### config.mk
export PLATFORM = sky130hd
export DESIGN_NAME = pcpi_dispatch
export DESIGN_NICKNAME = d
export VERILOG_FILES = /design/src/rtl/pcpi_dispatch.sv
export SDC_FILE = /design/constraint.sdc
export NUM_CORES = 1
export LEC_CHECK = 0
export CAP_MARGIN = 20
export CORE_ASPECT_RATIO = 0.5
export CORE_MARGIN = 2
export CORE_UTILIZATION = 40
export CTS_BUF_LIST = sky130_fd_sc_hd__clkbuf_4
export CTS_CLUSTER_SIZE = 24
export DETAILED_ROUTE_END_ITERATION = 8
export PLACE_DENSITY = 0.85
export SLEW_MARGIN = 15
export SYNTH_ARGS = -nofsm -noshare
export SYNTH_HDL_FRONTEND = slang
export SYNTH_SLANG_ARGS = --single-unit
export TNS_END_PERCENT = 50
### constraint.sdc
create_clock -name clk -period 1.8 [get_ports clk]
set_clock_uncertainty 0.2 [all_clocks]
set_input_delay 0.45 -clock clk [delete_from_list [all_inputs] [get_ports clk]]
set_output_delay 0.45 -clock clk [all_outputs]
set_load 0.05 [all_outputs]
### src/rtl/pcpi_dispatch.sv
// rtl/pcpi_dispatch.sv - PCPI issue stage: request/response handshake around one coprocessor op.
// Optional unclaimed-instruction watchdog enabled by defining PCPI_DISPATCH_TIMEOUT_EN.
module pcpi_dispatch #(
    parameter int TIMEOUT_CYCLES = 16
) (
    input  logic        clk,
    input  logic        resetn,
    input  logic        req_valid,
    output logic        req_ready,
    input  logic [31:0] req_insn,
    input  logic [31:0] req_rs1,
    input  logic [31:0] req_rs2,
    output logic        rsp_valid,
    input  logic        rsp_ready,
    output logic        rsp_wr,
    output logic [31:0] rsp_rd,
    output logic        rsp_trap,
    output logic        pcpi_valid,
    output logic [31:0] pcpi_insn,
    output logic [31:0] pcpi_rs1,
    output logic [31:0] pcpi_rs2,
    input  logic        pcpi_wr,
    input  logic [31:0] pcpi_rd,
    input  logic        pcpi_wait,
    input  logic        pcpi_ready
);

    typedef enum logic [1:0] {
        S_IDLE,
        S_BUSY,
        S_RESP
    } state_t;

    state_t      r_state, w_state_n;
    logic        r_req_ready, w_req_ready_n;
    logic        r_rsp_valid, w_rsp_valid_n;
    logic        r_rsp_wr, w_rsp_wr_n;
    logic [31:0] r_rsp_rd, w_rsp_rd_n;
    logic        r_rsp_trap, w_rsp_trap_n;
    logic        r_pcpi_valid, w_pcpi_valid_n;
    logic [31:0] r_insn, w_insn_n;
    logic [31:0] r_rs1, w_rs1_n;
    logic [31:0] r_rs2, w_rs2_n;

`ifdef PCPI_DISPATCH_TIMEOUT_EN
    logic [7:0]  r_cnt, w_cnt_n;
    logic        r_claimed, w_claimed_n;
    logic        w_claimed;

    // A wait seen this cycle counts as claimed, so expiry never fires on the claiming cycle.
    assign w_claimed = r_claimed | pcpi_wait;
`else
    logic        w_unused_wait;
    assign w_unused_wait = pcpi_wait;
`endif

    always_comb begin
        w_state_n      = r_state;
        w_req_ready_n  = r_req_ready;
        w_rsp_valid_n  = r_rsp_valid;
        w_rsp_wr_n     = r_rsp_wr;
        w_rsp_rd_n     = r_rsp_rd;
        w_rsp_trap_n   = r_rsp_trap;
        w_pcpi_valid_n = r_pcpi_valid;
        w_insn_n       = r_insn;
        w_rs1_n        = r_rs1;
        w_rs2_n        = r_rs2;
`ifdef PCPI_DISPATCH_TIMEOUT_EN
        w_cnt_n        = r_cnt;
        w_claimed_n    = r_claimed;
`endif
        case (r_state)
            S_IDLE: begin
                if (req_valid && r_req_ready) begin
                    w_insn_n       = req_insn;
                    w_rs1_n        = req_rs1;
                    w_rs2_n        = req_rs2;
                    w_pcpi_valid_n = 1'b1;
                    w_req_ready_n  = 1'b0;
                    w_state_n      = S_BUSY;
`ifdef PCPI_DISPATCH_TIMEOUT_EN
                    w_cnt_n        = 8'd0;
                    w_claimed_n    = 1'b0;
`endif
                end
            end
            S_BUSY: begin
                if (pcpi_ready) begin
                    w_rsp_wr_n     = pcpi_wr;
                    w_rsp_rd_n     = pcpi_rd;
                    w_rsp_trap_n   = 1'b0;
                    w_pcpi_valid_n = 1'b0;
                    w_rsp_valid_n  = 1'b1;
                    w_state_n      = S_RESP;
                end
`ifdef PCPI_DISPATCH_TIMEOUT_EN
                else if (!w_claimed && (r_cnt == 8'(TIMEOUT_CYCLES - 1))) begin
                    w_rsp_wr_n     = 1'b0;
                    w_rsp_rd_n     = 32'd0;
                    w_rsp_trap_n   = 1'b1;
                    w_pcpi_valid_n = 1'b0;
                    w_rsp_valid_n  = 1'b1;
                    w_state_n      = S_RESP;
                end else begin
                    w_claimed_n = w_claimed;
                    if (!w_claimed) begin
                        w_cnt_n = r_cnt + 8'd1;
                    end
                end
`endif
            end
            S_RESP: begin
                if (rsp_ready) begin
                    w_rsp_valid_n = 1'b0;
                    w_req_ready_n = 1'b1;
                    w_state_n     = S_IDLE;
                end
            end
            default: begin
                w_state_n      = S_IDLE;
                w_req_ready_n  = 1'b1;
                w_rsp_valid_n  = 1'b0;
                w_pcpi_valid_n = 1'b0;
            end
        endcase
    end

    always_ff @(posedge clk) begin
        if (!resetn) begin
            r_state      <= S_IDLE;
            r_req_ready  <= 1'b1;
            r_rsp_valid  <= 1'b0;
            r_rsp_wr     <= 1'b0;
            r_rsp_rd     <= 32'd0;
            r_rsp_trap   <= 1'b0;
            r_pcpi_valid <= 1'b0;
            r_insn       <= 32'd0;
            r_rs1        <= 32'd0;
            r_rs2        <= 32'd0;
`ifdef PCPI_DISPATCH_TIMEOUT_EN
            r_cnt        <= 8'd0;
            r_claimed    <= 1'b0;
`endif
        end else begin
            r_state      <= w_state_n;
            r_req_ready  <= w_req_ready_n;
            r_rsp_valid  <= w_rsp_valid_n;
            r_rsp_wr     <= w_rsp_wr_n;
            r_rsp_rd     <= w_rsp_rd_n;
            r_rsp_trap   <= w_rsp_trap_n;
            r_pcpi_valid <= w_pcpi_valid_n;
            r_insn       <= w_insn_n;
            r_rs1        <= w_rs1_n;
            r_rs2        <= w_rs2_n;
`ifdef PCPI_DISPATCH_TIMEOUT_EN
            r_cnt        <= w_cnt_n;
            r_claimed    <= w_claimed_n;
`endif
        end
    end

    assign req_ready  = r_req_ready;
    assign rsp_valid  = r_rsp_valid;
    assign rsp_wr     = r_rsp_wr;
    assign rsp_rd     = r_rsp_rd;
`ifdef PCPI_DISPATCH_TIMEOUT_EN
    assign rsp_trap   = r_rsp_trap;
`else
    // Trap can never be set without the watchdog; keep the port a constant.
    assign rsp_trap   = 1'b0;
`endif
    assign pcpi_valid = r_pcpi_valid;
    assign pcpi_insn  = r_insn;
    assign pcpi_rs1   = r_rs1;
    assign pcpi_rs2   = r_rs2;

endmodule

==> impl_metrics.json <==
{
  "status": "finished, final reports clean",
  "setup_tns_ns": 0,
  "gp_congestion": 0.7884,
  "maxCapViolCount": 0,
  "h-tree-depth": 4,
  "antenna_found_initial": 0,
  "synth_compound_area_share_pct": 16.76,
  "multi_input_comb_area_um2": 2421,
  "initial_core_util_pct": 41.84,
  "p_per_area_nw_per_um2": 802.2,
  "pre_cts_slack_ns": -0.2647,
  "row_count": 29,
  "yosysSeqAreaShare_pct": 49.49,
  "viasPerCell": 5.051,
  "first_pass_iters": 4,
  "rrSetupSlack_ns": 0.18,
  "slew_viol_final": 0,
  "setup_ws_ns": 0.05114,
  "io_buffers": 265,
  "io_pins": 268,
  "dp_hpwl_um": 13300,
  "period_share_pct": 97.16,
  "synth_top_family_by_area": "simple AND/OR/NAND/NOR gates",
  "fin_cells": 1051,
  "seq_area_um2": 2773,
  "cp.arrival_ns": 1.10,
  "die_h_um": 86.31,
  "path_buf_inv": 1,
  "worst_setup_path_end_kind": "output port",
  "vias": 5309,
  "cts_tree": "built",
  "avgSynthCellArea_um2": 9.034,
  "whs_path_depth": 2,
  "grt_pass1_wl_um": 27690,
  "coreArea_um2": 12950,
  "drc": 0,
  "required_ns": 1.15,
  "drt_iter0_drc": 278,
  "syn_area_um2": 5420,
  "antennaDiodeCount": 0,
  "max_stage_delay_ns": 0.41,
  "p_leak_nw": 3.802,
  "hold_path_class": "in2reg",
  "synth_adder_area_share_pct": 0,
  "critical-path-top-delay-family": "flip-flops",
  "grt_usage_pct": 24.46,
  "synthMuxAreaShare_pct": 0.2078,
  "max_freq_mhz": 571.8,
  "period_minus_slack_ns": 1.749,
  "path_depth": 1,
  "dp.cells": 1019,
  "final_hold_viol_count": 0,
  "ys_ff_latch": 134,
  "power_w": 0.008143,
  "cts-buffers-inserted": 17,
  "r2r_cells": 5,
  "nets": 1003,
  "yosysUniqueCellTypes": 21,
  "cts_root_buffer": "clkbuf_4",
  "die_width_um": 168.6,
  "critPathKind": "reg2out",
  "synth_nets": 735,
  "crit_chain": "buf_12",
  "setup_violations": 0,
  "syn_inst": 600,
  "crit_slowest_cell": "dfxtp_1",
  "grt_pass1_vias": 5424,
  "wirelength_um": 17770,
  "cts_setup_buffers": 0,
  "synth_xor_area_share_pct": 0,
  "drive_above_1_share_pct": 45.18,
  "final_antenna_net_count": 0,
  "dieArea_um2": 14550,
  "clk_latency_ns": 0.53,
  "grt_max_degree": 52,
  "gr-total-overflow": 0,
  "wl_per_cell_um": 16.91,
  "clock_sinks": 134,
  "area_growth_syn_to_layout_pct": 87.28,
  "fill_cells": 782,
  "cts_buffer_depth": 2,
  "synth-simple-area-share_pct": 27.56,
  "ir_worst_vdd_mv": 0.4628,
  "cp_max_fo": 2,
  "yosysWarnings": 0,
  "clkTransAtPathRegs_ns": 0.12,
  "worst_setup_path_start_kind": "flip-flop"
}
-- layout by cell type (no fill, tap or decap) --
master,count
nor3_1,1
buf_4,31
nand3_1,70
clkinv_4,2
o21ai_1,56
clkinv_2,4
buf_12,144
nand3b_1,1
clkbuf_8,1
clkdlybuf4s50_1,132
a21oi_1,3
mux2_2,1
dfxtp_2,69
conb_1,1
clkinv_1,2
nand2_1,131
and4bb_4,1
dfxtp_4,1
o21ai_2,60
clkbuf_4,18
a21boi_0,1
nand2b_1,2
nor2b_1,1
o21ai_0,16
bufinv_16,3
clkinvlp_4,2
inv_6,1
nor2_1,2
dfxtp_1,64
nand3_2,60
-- path summary, 6_finish.rpt --
check,from,end
max,pcpi_insn[10]$_SDFFE_PN0P_,pcpi_insn[10]
min,resetn,req_ready$_SDFFE_PN1P_
max reg2reg,r_state[1]$_SDFFE_PN0P_,pcpi_valid$_SDFFE_PN0P_
min reg2reg,pcpi_insn[29]$_SDFFE_PN0P_,pcpi_insn[29]$_SDFFE_PN0P_
-- kinds of logic (layout without fill, tap and decap cells) --
kind of cell           count (synthesis)  count (layout)
buffers and inverters                 59             340
DFF                                  134             134
AOI/OAI and AO/OA                    136             136
other                                  1               1
and+or+nand+nor                      269             269
muxes                                  1               1
-- routing by layer --
layer	up-vias	GRT usage, %	routed length [µm]
li1	2583	-	-
met1	2526	25.21	6578
met2	155	47.29	9797
met3	45	5.525	725
met4	0	12.77	666
met5	-	0	0
-- repair_timing --
action                                  in CTS  in global routing
hold buffers                                 0                  0
gates resized for setup                      6                 64
endpoints found under the setup margin       6                 64
-- layout make-up --
cell class                      instances  share of cell area [%]
Clock buffer                           18                   1.331
Tap cell                              170                   2.095
Clock inverter                         14                   1.565
Sequential cell                       134                   27.31
Multi-Input combinational cell        407                   23.85
Timing Repair Buffer                  308                   43.84
-- synth_stat cells --
| library cell | number | share of area, % |
|---|---|---|
| buf_4 | 1 | 0.14 |
| buf_2 | 22 | 2.0 |
| nor2_1 | 2 | 0.14 |
| a21oi_1 | 3 | 0.28 |
| conb_1 | 1 | 0.069 |
| nor2b_1 | 1 | 0.12 |
| dfxtp_1 | 134 | 49 |
| nand3_1 | 70 | 6.5 |
| buf_6 | 9 | 1.9 |
| mux2_2 | 1 | 0.21 |
| o21ai_0 | 16 | 1.5 |
| o21ai_2 | 60 | 9.7 |
| nand3b_1 | 1 | 0.14 |
| nand3_2 | 60 | 11 |
| clkbuf_1 | 27 | 1.9 |
| nand2b_1 | 2 | 0.23 |
| o21ai_1 | 56 | 5.2 |
| nor3_1 | 1 | 0.092 |
| nand2_1 | 131 | 9.1 |
| a21boi_0 | 1 | 0.14 |
| and4bb_2 | 1 | 0.23 |
-- power by group --
part	internal (W)	leakage (nW)	switching, W	total, W
Combinational	0.00128	2.52	0.00132	0.00260
Clock	0.000967	0.157	0.00117	0.00214
Sequential	0.00319	1.12	0.000213	0.00340
Total	0.00543	3.80	0.00271	0.00814
-- sequential cells by signal, indices dropped and copies added, names as in the netlist --
register and cells:
pcpi_rs2 32, pcpi_insn 32, rsp_rd 32, pcpi_rs1 32, r_state 2, pcpi_valid 1
rsp_wr 1, rsp_valid 1, req_ready 1
-- worst register-to-register path: stages, from the launching register on --
cell      delay, ns
dfxtp_1        0.47
and4bb_4       0.26
buf_12         0.16
buf_4          0.16
a21oi_1        0.18
nor2b_1        0.08
-- metrics by stage --
step | utilization, % | hold WS [ns] | instance area [µm²]
finish | 78.36 | 0.1707 | 10150
CTS | 77.74 | 0.1347 | 10070
floorplan | - | 0.2769 | 5421
global route | 78.36 | 0.1498 | 10150
global placement | 75.41 | 0.2726 | 9768
detailed placement | 75.41 | 0.2780 | 9768
Note: power is estimated with default switching activity, not from simulation.
